--- src/rtl/alu_operand_loader.sv ---
// ============================================================================
// Module   : alu_operand_loader
// Purpose  : Board front end for the 4-bit ALU. A debounced push button
//            steps through loading operand A, operand B and the opcode from
//            the switches, waits for the registered ALU result, then
//            captures the result and flags for display.
// Ports    : clk, rst_n (sync, active-low), btn (raw async button),
//            btn_clr (abort strobe), sw[3:0] (operand/opcode switches),
//            alu_result/alu_zero/alu_cin/alu_overflow/alu_cmp (from ALU),
//            alu_a/alu_b/alu_sel (to ALU), res_q/flags_q (captured result,
//            flags = {overflow,cin,zero,cmp}), valid, done (capture pulse),
//            state_q (FSM encoding for LEDs).
// Options  : ALU_LOADER_CHECK_EN adds a sticky 'mismatch' output that
//            compares the captured ALU result against an internal reference.
// Revision : 1.0 - initial release
// ============================================================================
`default_nettype none

module alu_operand_loader #(
  parameter int DEBOUNCE_CYCLES = 16,
  parameter int ALU_LATENCY     = 2
) (
  input  logic       clk,
  input  logic       rst_n,
  input  logic       btn,
  input  logic       btn_clr,
  input  logic [3:0] sw,
  input  logic [3:0] alu_result,
  input  logic       alu_zero,
  input  logic       alu_cin,
  input  logic       alu_overflow,
  input  logic       alu_cmp,
  output logic [3:0] alu_a,
  output logic [3:0] alu_b,
  output logic [2:0] alu_sel,
  output logic [3:0] res_q,
  output logic [3:0] flags_q,
  output logic       valid,
  output logic       done,
  output logic [2:0] state_q
`ifdef ALU_LOADER_CHECK_EN
  ,
  output logic       mismatch
`endif
);

  localparam int C_CNT_W  = (DEBOUNCE_CYCLES > 1) ? $clog2(DEBOUNCE_CYCLES) : 1;
  localparam int C_WAIT_W = (ALU_LATENCY > 1) ? $clog2(ALU_LATENCY) : 1;
  localparam logic [C_CNT_W-1:0]  C_CNT_MAX  = C_CNT_W'(DEBOUNCE_CYCLES - 1);
  localparam logic [C_WAIT_W-1:0] C_WAIT_MAX = C_WAIT_W'(ALU_LATENCY - 1);

  typedef enum logic [2:0] {
    LOAD_A  = 3'd0,
    LOAD_B  = 3'd1,
    LOAD_OP = 3'd2,
    ISSUE   = 3'd3,
    WAIT    = 3'd4,
    CAPTURE = 3'd5,
    DONE    = 3'd6
  } state_e;

  // Button front end
  logic               sync1_q, sync1_d;
  logic               sync2_q, sync2_d;
  logic               deb_q, deb_d;
  logic [C_CNT_W-1:0] cnt_q, cnt_d;
  logic               press_q, press_d;

  // Sequencer
  state_e              st_q, st_d;
  logic [C_WAIT_W-1:0] wait_q, wait_d;
  logic [3:0]          alu_a_q, alu_a_d;
  logic [3:0]          alu_b_q, alu_b_d;
  logic [2:0]          alu_sel_q, alu_sel_d;
  logic [3:0]          res_d;
  logic [3:0]          flags_d;
  logic                valid_q, valid_d;

  // The debounced level only follows the synchronized level once the two
  // have disagreed for DEBOUNCE_CYCLES consecutive cycles; any agreeing
  // cycle restarts the count. press fires on the cycle the level rises.
  always_comb begin
    sync1_d = btn;
    sync2_d = sync1_q;
    deb_d   = deb_q;
    cnt_d   = '0;
    press_d = 1'b0;
    if (sync2_q != deb_q) begin
      if (cnt_q == C_CNT_MAX) begin
        deb_d   = sync2_q;
        press_d = sync2_q;
      end else begin
        cnt_d = cnt_q + 1'b1;
      end
    end
  end

  always_comb begin
    st_d      = st_q;
    wait_d    = wait_q;
    alu_a_d   = alu_a_q;
    alu_b_d   = alu_b_q;
    alu_sel_d = alu_sel_q;
    res_d     = res_q;
    flags_d   = flags_q;
    valid_d   = valid_q;
    done      = 1'b0;

    case (st_q)
      LOAD_A: if (press_q) begin
        alu_a_d = sw;
        st_d    = LOAD_B;
      end
      LOAD_B: if (press_q) begin
        alu_b_d = sw;
        st_d    = LOAD_OP;
      end
      LOAD_OP: if (press_q) begin
        alu_sel_d = sw[2:0];
        st_d      = ISSUE;
      end
      ISSUE: begin
        wait_d = '0;
        st_d   = WAIT;
      end
      WAIT: begin
        if (wait_q == C_WAIT_MAX) begin
          st_d = CAPTURE;
        end else begin
          wait_d = wait_q + 1'b1;
        end
      end
      CAPTURE: begin
        res_d   = alu_result;
        flags_d = {alu_overflow, alu_cin, alu_zero, alu_cmp};
        valid_d = 1'b1;
        done    = 1'b1;
        st_d    = DONE;
      end
      DONE: if (press_q) begin
        valid_d = 1'b0;
        st_d    = LOAD_A;
      end
      default: st_d = LOAD_A;
    endcase

    // Abort overrides whatever the state would have done this cycle,
    // including a coincident press or an in-flight capture. Loaded
    // operands are left untouched.
    if (btn_clr && (st_q != LOAD_A)) begin
      st_d      = LOAD_A;
      valid_d   = 1'b0;
      alu_a_d   = alu_a_q;
      alu_b_d   = alu_b_q;
      alu_sel_d = alu_sel_q;
      res_d     = res_q;
      flags_d   = flags_q;
      done      = 1'b0;
    end
  end

  always_ff @(posedge clk) begin
    if (!rst_n) begin
      sync1_q   <= 1'b0;
      sync2_q   <= 1'b0;
      deb_q     <= 1'b0;
      cnt_q     <= '0;
      press_q   <= 1'b0;
      st_q      <= LOAD_A;
      wait_q    <= '0;
      alu_a_q   <= '0;
      alu_b_q   <= '0;
      alu_sel_q <= '0;
      res_q     <= '0;
      flags_q   <= '0;
      valid_q   <= 1'b0;
    end else begin
      sync1_q   <= sync1_d;
      sync2_q   <= sync2_d;
      deb_q     <= deb_d;
      cnt_q     <= cnt_d;
      press_q   <= press_d;
      st_q      <= st_d;
      wait_q    <= wait_d;
      alu_a_q   <= alu_a_d;
      alu_b_q   <= alu_b_d;
      alu_sel_q <= alu_sel_d;
      res_q     <= res_d;
      flags_q   <= flags_d;
      valid_q   <= valid_d;
    end
  end

  assign alu_a   = alu_a_q;
  assign alu_b   = alu_b_q;
  assign alu_sel = alu_sel_q;
  assign valid   = valid_q;
  assign state_q = st_q;

`ifdef ALU_LOADER_CHECK_EN
  logic       mismatch_q, mismatch_d;
  logic [3:0] ref_res;
  logic       ref_ok;

  // Opcodes 6 and 7 have no reference and are never flagged.
  always_comb begin
    ref_res = '0;
    ref_ok  = 1'b1;
    case (alu_sel_q)
      3'd0:    ref_res = alu_a_q + alu_b_q;
      3'd1:    ref_res = alu_a_q - alu_b_q;
      3'd2:    ref_res = ~alu_a_q;
      3'd3:    ref_res = alu_a_q & alu_b_q;
      3'd4:    ref_res = alu_a_q | alu_b_q;
      3'd5:    ref_res = alu_a_q ^ alu_b_q;
      default: ref_ok  = 1'b0;
    endcase
  end

  always_comb begin
    mismatch_d = mismatch_q;
    if (btn_clr) begin
      mismatch_d = 1'b0;
    end else if ((st_q == CAPTURE) && ref_ok && (alu_result != ref_res)) begin
      mismatch_d = 1'b1;
    end
  end

  always_ff @(posedge clk) begin
    if (!rst_n) begin
      mismatch_q <= 1'b0;
    end else begin
      mismatch_q <= mismatch_d;
    end
  end

  assign mismatch = mismatch_q;
`endif

endmodule

`default_nettype wire

--- config.mk ---
export PLATFORM = sky130hd
export DESIGN_NAME = alu_operand_loader
export DESIGN_NICKNAME = d
export VERILOG_FILES = /design/src/rtl/alu_operand_loader.sv
export SDC_FILE = /design/constraint.sdc
export NUM_CORES = 1
export LEC_CHECK = 0
export ABC_AREA = 1
export CAP_MARGIN = 10
export CELL_PAD_IN_SITES_DETAIL_PLACEMENT = 1
export CELL_PAD_IN_SITES_GLOBAL_PLACEMENT = 1
export CORE_ASPECT_RATIO = 1.25
export CORE_UTILIZATION = 38
export CTS_BUF_LIST = sky130_fd_sc_hd__clkbuf_4
export CTS_CLUSTER_DIAMETER = 200
export DETAILED_ROUTE_END_ITERATION = 8
export GPL_TIMING_DRIVEN = 0
export PLACE_DENSITY_LB_ADDON = 0.1
export SYNTH_ARGS = -nofsm -noshare
export SYNTH_HDL_FRONTEND = slang
export SYNTH_SLANG_ARGS = --single-unit
--- constraint.sdc ---
create_clock -name clk -period 2.9 [get_ports clk]
set_clock_uncertainty 0.05 [all_clocks]
set_input_delay 0.725 -clock clk [delete_from_list [all_inputs] [get_ports clk]]
set_output_delay 0.725 -clock clk [all_outputs]
set_load 0.1 [all_outputs]
==> results of run 1 <==
==> timing repair <==
action                     CTS  global route
setup endpoints to repair    1             0
gates resized for setup      5             0
hold endpoints to repair     0             0
==> per-layer routing <==
layer	vias to the layer above	wire, um	GRT usage
li1	667	-	-
met5	-	0	0
met1	608	1410	0.206
met3	8	193	0.0640
met4	0	72	0.0705
met2	30	1870	0.353
==> Yosys cell counts <==
cell type	instances	area (um2)
a21boi_0	1	7.51
a21oi_1	10	50.1
buf_4	2	15.0
buf_6	2	22.5
clkbuf_1	1	3.75
clkbuf_2	1	5.00
clkbuf_4	1	7.51
dfxtp_1	32	641
ha_1	1	12.5
inv_1	29	109
inv_2	1	3.75
inv_4	1	6.26
nand2_1	25	93.8
nand2_2	2	12.5
nand2_4	1	11.3
nand2_8	1	20.0
nand3_1	8	40.0
nand3_2	2	20.0
nand3_4	1	17.5
nand4_1	9	56.3
nor2_1	30	113
nor2_2	1	6.26
nor2_4	2	22.5
nor2_8	1	20.0
nor3_2	1	10.0
o21ai_0	14	70.1
o31ai_1	1	7.51
or2_2	1	6.26
xnor2_1	1	8.76
xor2_1	1	8.76
==> power groups by stage <==
stage / combinational, uW / sequential (uW) / clock, uW
detailed placement: 39.6 / 452 / 0
global placement: 38.8 / 452 / 0
floorplan: 13.7 / 452 / 0
global route: 43.9 / 442 / 279
CTS: 40.1 / 442 / 260
finish: 39.5 / 442 / 244
==> per-stage QoR <==
| stage | setup slack, ns | area [um2] | std cells |
|---|---|---|---|
| detailed placement | -0.648 | 1860 | 261 |
| floorplan | 0.221 | 1430 | 184 |
| CTS | 0.0708 | 1900 | 269 |
| global placement | -0.629 | 1860 | 261 |
| global route | 0.0445 | 1900 | 269 |
| finish | 0.0890 | 1900 | 269 |
==> worst max-delay path: cells and delay by family <==
family | cells | cell delay (ns)
and+or+nand+nor | 1 | 0.28
buffers and inverters | 2 | 1.03
==> cell type report <==
| type | count | area (um2) |
|---|---|---|
| plain buffers | 7 | 53.8 |
| clock buffers | 5 | 37.5 |
| clock inverters | 3 | 13.8 |
| fillers | 445 | 1640 |
| inverters | 31 | 119 |
| multi-input cells | 114 | 614 |
| flip-flops and latches | 32 | 641 |
| well taps | 39 | 48.8 |
| repair buffers | 38 | 375 |
==> cells by family after synthesis <==
| group | Yosys count | share of synthesized area |
|---|---|---|
| fa+ha+maj | 1 | 0.00876 |
| buf+inv | 38 | 0.121 |
| flops | 32 | 0.449 |
| simple gates | 85 | 0.315 |
| compound gates | 26 | 0.0947 |
| xor+xnor | 2 | 0.0123 |
==> worst max-delay path by stage <==
stage                            startpoint   end  cells after the start
global placement                    btn_clr  done                      3
floorplan           state_q[0]$_SDFFE_PP0P_  done                      3
global route                        btn_clr  done                      3
detailed placement                  btn_clr  done                      3
CTS                                 btn_clr  done                      3
finish                              btn_clr  done                      3
==> registers in the layout (all words and copies together), names as in the netlist, 3 cells and up <==
name / count
cnt_q: 4
res_q: 4
flags_q: 4
alu_b: 4
alu_sel: 3
state_q: 3
alu_a: 4
==> results.md, run 1 <==
- Status: finished with violations
- Failing checks: design-rule violations
- Commonest non-fill, non-tap cells in the layout: clkdlybuf4s50_1 (37), dfxtp_1 (32), nor2_1 (30), inv_1 (29), nand2_1 (25)
- H-tree level count: 2
- Setup tns final: 0 ns
- CP max stage cell: clkdlybuf4s50_1
- Period utilization: 0.969
- DRT iter0 DRCs: 31
- Routed len/inst: 13.2 um
- GRT overflow: 0
- Net Sw Frac: 0.239
- Final setup violation count: 0
- Detail Route Antenna Nets: 0
- Critical Path Max Stage Delay: 0.55 ns
- Overall Power: 726 uW
- Initial core utilization: 0.403
- P_int: approximately 550 uW
- Final Max Slew Viols: 0
- Vias/cell: 4.88
- TritonRoute pass-1 iters: 6
- Ys Warns: 0
- Max-Cap Viols: 0
- Rel. slew slack: 0.338
- Clk sinks: 32
- Worst-path cell chain: clkdlybuf4s50_1, nor2_4, buf_2
- WHS Endpoint: sync2_q$_SDFF_PN0_
- Worst Max-Slew Pin Slew: 0.990 ns
- FF-to-FF setup slack: roughly 1.6 ns
- Critical Path Fanout Max: 10
- Hpwl dp: 2.65 mm
- HP Class: reg -> reg
- LEAKAGE: ~0.00076 uW
- Util after Layout: 0.537
- Core ar.: 0.00354 mm2
- Commonest non-fill, non-tap cell in the layout: clkdlybuf4s50_1
- Critical path type: in -> out
- FMAX: 0.356 GHz
- Req. time, crit path: 2.12 ns
- CTS tree: done
- Gp weighted congestion: 0.722
- Ports: 40
- Via count: 1313
- CTS clock-pin slew for the worst setup and hold paths: ~0.10 ns
- Post-synthesis sequential area ratio: 0.449
- Post-synthesis cell count: roughly 180
- Register share of total power: 0.609
- Hold wc startpoint: sync1_q$_SDFF_PN0_
- Largest net degree at the start of global routing: 11
- Row Count: 24
- Total Wirelength: 3.54 mm
- Combinational power share: 0.054
- Worst-skew pair later-pin latency: 0.33 ns
- PD cells: roughly 380 mW/mm2
- Mapped cell area: 0.00143 mm2
- Number of antenna violations at the first check in global routing: 0
- Layout Area Growth over Synthesis: 33.3%
- Total GRT Usage: 0.194
- Syn nets: 201
- Layout cells sized above 1: 0.126
- Die Ht: roughly 71 um
- WP data arrival: 2.04 ns
- RR Endpoint: alu_a[1]$_SDFFE_PN0P_
- Clock power share: 0.337
- CTS Buf Count: 5
- RSZ-0062 raised after global routing: false
- FF+latch count, synth: 32
- Number of port buffers: 38
- Final Hold Viols: 0
- P_sw: 174 uW
- Hold Crit Depth: 2
- Syn avg cell area: 7.76 um2
- Synth cell types: 30
- N_diodes: 0
- Clk buf depth: 2
- Hold_buf cts: 0
- First-pass GRT wire length: 5.99 mm
- Post-layout min period: 2.81 ns
- CP Capture Type: output port
- Worst vdd ir: ~0.27 mV
- Worst hold slack: 0.386 ns
- Worst setup SP type: primary input
- Setup bufs post-CTS: 0
- Worst R2R Start: state_q[0]$_SDFFE_PP0P_
- Clk root buf: clkbuf_4
- Nets: 246
- Die width: 56.8 um
- DRC viols: 4
- Reg2reg path depth: 5
- DIE AREA: ~0.004 mm2
- Vias in the first global route: roughly 1400
No activity file was read; power rests on OpenSTA's default activity.
==> inputs of run 2 (changes only) <==
--- a/config.mk
+++ b/config.mk
@@ -6,7 +6,7 @@
 export NUM_CORES = 1
 export LEC_CHECK = 0
 export ABC_AREA = 1
-export CAP_MARGIN = 10
+export CAP_MARGIN = 30
 export CELL_PAD_IN_SITES_DETAIL_PLACEMENT = 1
 export CELL_PAD_IN_SITES_GLOBAL_PLACEMENT = 1
 export CORE_ASPECT_RATIO = 1.25
==> results of run 2 <==
Same layout as run 1: the final DEF is identical, and so are final timing and power.
==> inputs of run 3 (changes only) <==
--- a/config.mk
+++ b/config.mk
@@ -10,11 +10,13 @@
 export CELL_PAD_IN_SITES_DETAIL_PLACEMENT = 1
 export CELL_PAD_IN_SITES_GLOBAL_PLACEMENT = 1
 export CORE_ASPECT_RATIO = 1.25
+export CORE_MARGIN = 1
 export CORE_UTILIZATION = 38
 export CTS_BUF_LIST = sky130_fd_sc_hd__clkbuf_4
 export CTS_CLUSTER_DIAMETER = 200
 export DETAILED_ROUTE_END_ITERATION = 8
 export GPL_TIMING_DRIVEN = 0
+export MAX_ROUTING_LAYER = met4
 export PLACE_DENSITY_LB_ADDON = 0.1
 export SYNTH_ARGS = -nofsm -noshare
 export SYNTH_HDL_FRONTEND = slang
==> run 3 against run 2 <==
Compared with the run above:
- the run still ends with design-rule violations left
- register-to-register slack hardly changed
- combinational power hardly changed
- sequential power hardly changed
- critical path depth stayed put
- worst hold slack better by 0.0024 ns
- non-clock buffer count stayed put
- largest power group unchanged
- total power is 0.37% higher
- first-iteration DRC count is 13% higher
==> results.md, run 3 (synthesized netlist as in run 1, its figures left out) <==
- DP Cell Count: 261 (unchanged)
- Layout Area Growth over Synthesis: 33.3% (unchanged)
- Finished Layout Cells: 269 (unchanged)
- Post-layout min period: 2.81 ns (about the same)
- Total GRT Usage: 0.199 (was 0.194)
- Commonest non-fill, non-tap cell in the layout: clkdlybuf4s50_1 (unchanged)
- GRT overflow: 0 (unchanged)
- Util after Layout: 0.537 (unchanged)
- Vias/cell: 4.88 (about the same)
- Overall Power: 728 uW (was 726 uW)
- Clk buf depth: 2 (unchanged)
- First-pass GRT wire length: 5.99 mm (unchanged)
- Status: finished with violations (unchanged)
- Number of antenna violations at the first check in global routing: 0 (unchanged)
- Number of port buffers: 38 (unchanged)
- FMAX: 0.356 GHz (about the same)
- Worst Max-Slew Pin Slew: 0.998 ns (was 0.990 ns)
- Die width: 56.8 um (unchanged)
- Routed len/inst: 13.3 um (was 13.2 um)
- Post-CTS sizing: 5 (unchanged)
- Hold Crit Depth: 2 (unchanged)
- Max-Cap Viols: 0 (unchanged)
- CP max stage cell: clkdlybuf4s50_1 (unchanged)
- Critical Path Max Stage Delay: 0.55 ns (about the same)
- Initial core utilization: 0.403 (unchanged)
- DIE AREA: 0.00401 mm2 (unchanged)
- WP data arrival: 2.03 ns (was 2.04 ns)
- Via count: 1312 (was 1313)
- RR Endpoint: alu_a[1]$_SDFFE_PN0P_ (unchanged)
- Gp weighted congestion: 0.730 (was 0.722)
- Req. time, crit path: 2.12 ns (about the same)
- Failing checks: design-rule violations (unchanged)
- Setup tns final: 0 ns (unchanged)
- Nets: 246 (unchanged)
- Hpwl dp: 2.65 mm (unchanged)
- Clk sinks: 32 (unchanged)
- CP bufs+invs: 2 (unchanged)
- Critical path type: in -> out (unchanged)
- Largest net degree at the start of global routing: 11 (unchanged)
- Detail Route Antenna Nets: 0 (unchanged)
- H-tree level count: 2 (unchanged)
- Vias in the first global route: 1371 (was 1370)
- CTS Buf Count: 5 (unchanged)
- CP Capture Type: output port (unchanged)
- WHS Endpoint: sync2_q$_SDFF_PN0_ (unchanged)
- CTS tree: done (unchanged)
- CTS clock-pin slew for the worst setup and hold paths: 0.10 ns (about the same)
- Worst-skew pair later-pin latency: 0.33 ns (about the same)
- Worst setup SP type: primary input (unchanged)
- Worst-path cell chain: clkdlybuf4s50_1, nor2_4, buf_2 (unchanged)
- Reg2reg path depth: 5 (unchanged)
- Total Wirelength: 3.57 mm (was 3.54 mm)
- Rel. slew slack: 0.333 (was 0.338)
- Ports: 40 (unchanged)
- Period utilization: 0.968 (was 0.969)
- Clk root buf: clkbuf_4 (unchanged)
- Row Count: 24 (unchanged)
- Cell family with most CP delay: buffers and inverters (unchanged)
- Die Ht: 70.5 um (unchanged)
- Commonest non-fill, non-tap cells in the layout: clkdlybuf4s50_1 (37), dfxtp_1 (32), nor2_1 (30), inv_1 (29), nand2_1 (25) (unchanged)
- Layout cells sized above 1: 0.126 (unchanged)
- Worst vdd ir: 0.270 mV (about the same)
- Critical Path Fanout Max: 10 (unchanged)
- LEAKAGE: 0.000759 uW (unchanged)
- PD cells: 383 mW/mm2 (was 381 mW/mm2)
- Final Hold Viols: 0 (unchanged)
- Setup bufs post-CTS: 0 (unchanged)
- DRC viols: 4 (unchanged)
- Final setup violation count: 0 (unchanged)
- FF-to-FF setup slack: 1.54 ns (was 1.55 ns)
- Final Max Slew Viols: 0 (unchanged)
- RSZ-0062 raised after global routing: false (unchanged)
- N_diodes: 0 (unchanged)
- TritonRoute pass-1 iters: 6 (unchanged)
- Hold wc startpoint: sync1_q$_SDFF_PN0_ (unchanged)
- DRT iter0 DRCs: 35 (was 31)
- Crit path from: btn_clr (unchanged)
- HP Class: reg -> reg (unchanged)
- Worst R2R Start: state_q[0]$_SDFFE_PP0P_ (unchanged)
- Core ar.: 0.00354 mm2 (unchanged)
- Hold_buf cts: 0 (unchanged)
==> run 3: cell counts in the layout (fill, tap and decap cells not counted) <==
Identical to the previous run, type by type.
==> run 3: area by class of cell <==
cell class              instances  area (um2)
plain buffers                   7        53.8
clock buffers                   5        37.5
clock inverters                 3        13.8
fillers                       445        1640
inverters                      31         119
multi-input cells             114         614
flip-flops and latches         32         641
well taps                      39        48.8
repair buffers                 38         375
==> run 3: metal layers <==
layer  routed length (um)  global-route usage  vias up
met5                    0                   -        -
met4                   72              0.0705        0
met3                  149              0.0548        8
met2                 1870               0.352       28
met1                 1480               0.213      610
li1                     -                   -      666
==> run 3: worst max path at each step <==
stage	end	slack [ns]	cells past startpoint
3_3_place_gp	done	-0.63	3
6_report	done	0.09	3
3_5_place_dp	done	-0.65	3
4_1_cts	done	0.07	3
5_1_grt	done	0.04	3
2_1_floorplan	done	0.22	3
==> run 3: tightest hold or removal path, stage by stage, from the launching register on <==
cell and delay, ns:
dfxtp_1 0.31, nand2_1 0.06, inv_1 0.04
==> run 3: stage by stage <==
step / area, um2 / setup slack (ns) / hold WS [ns]
finish: 1900 / 0.0918 / 0.389
global route: 1900 / 0.0445 / 0.426
CTS: 1900 / 0.0708 / 0.395
detailed placement: 1860 / -0.648 / 0.378
global placement: 1860 / -0.629 / 0.356
floorplan: 1430 / 0.221 / 0.340
==> run 3: power breakdown <==
group | switching (uW) | internal [uW] | leakage, uW | total, uW
combinational | 17.5 | 22.2 | 0.000469 | 39.7
clock | 158 | 88.9 | 0.0000324 | 247
sequential | 0.946 | 441 | 0.000258 | 442
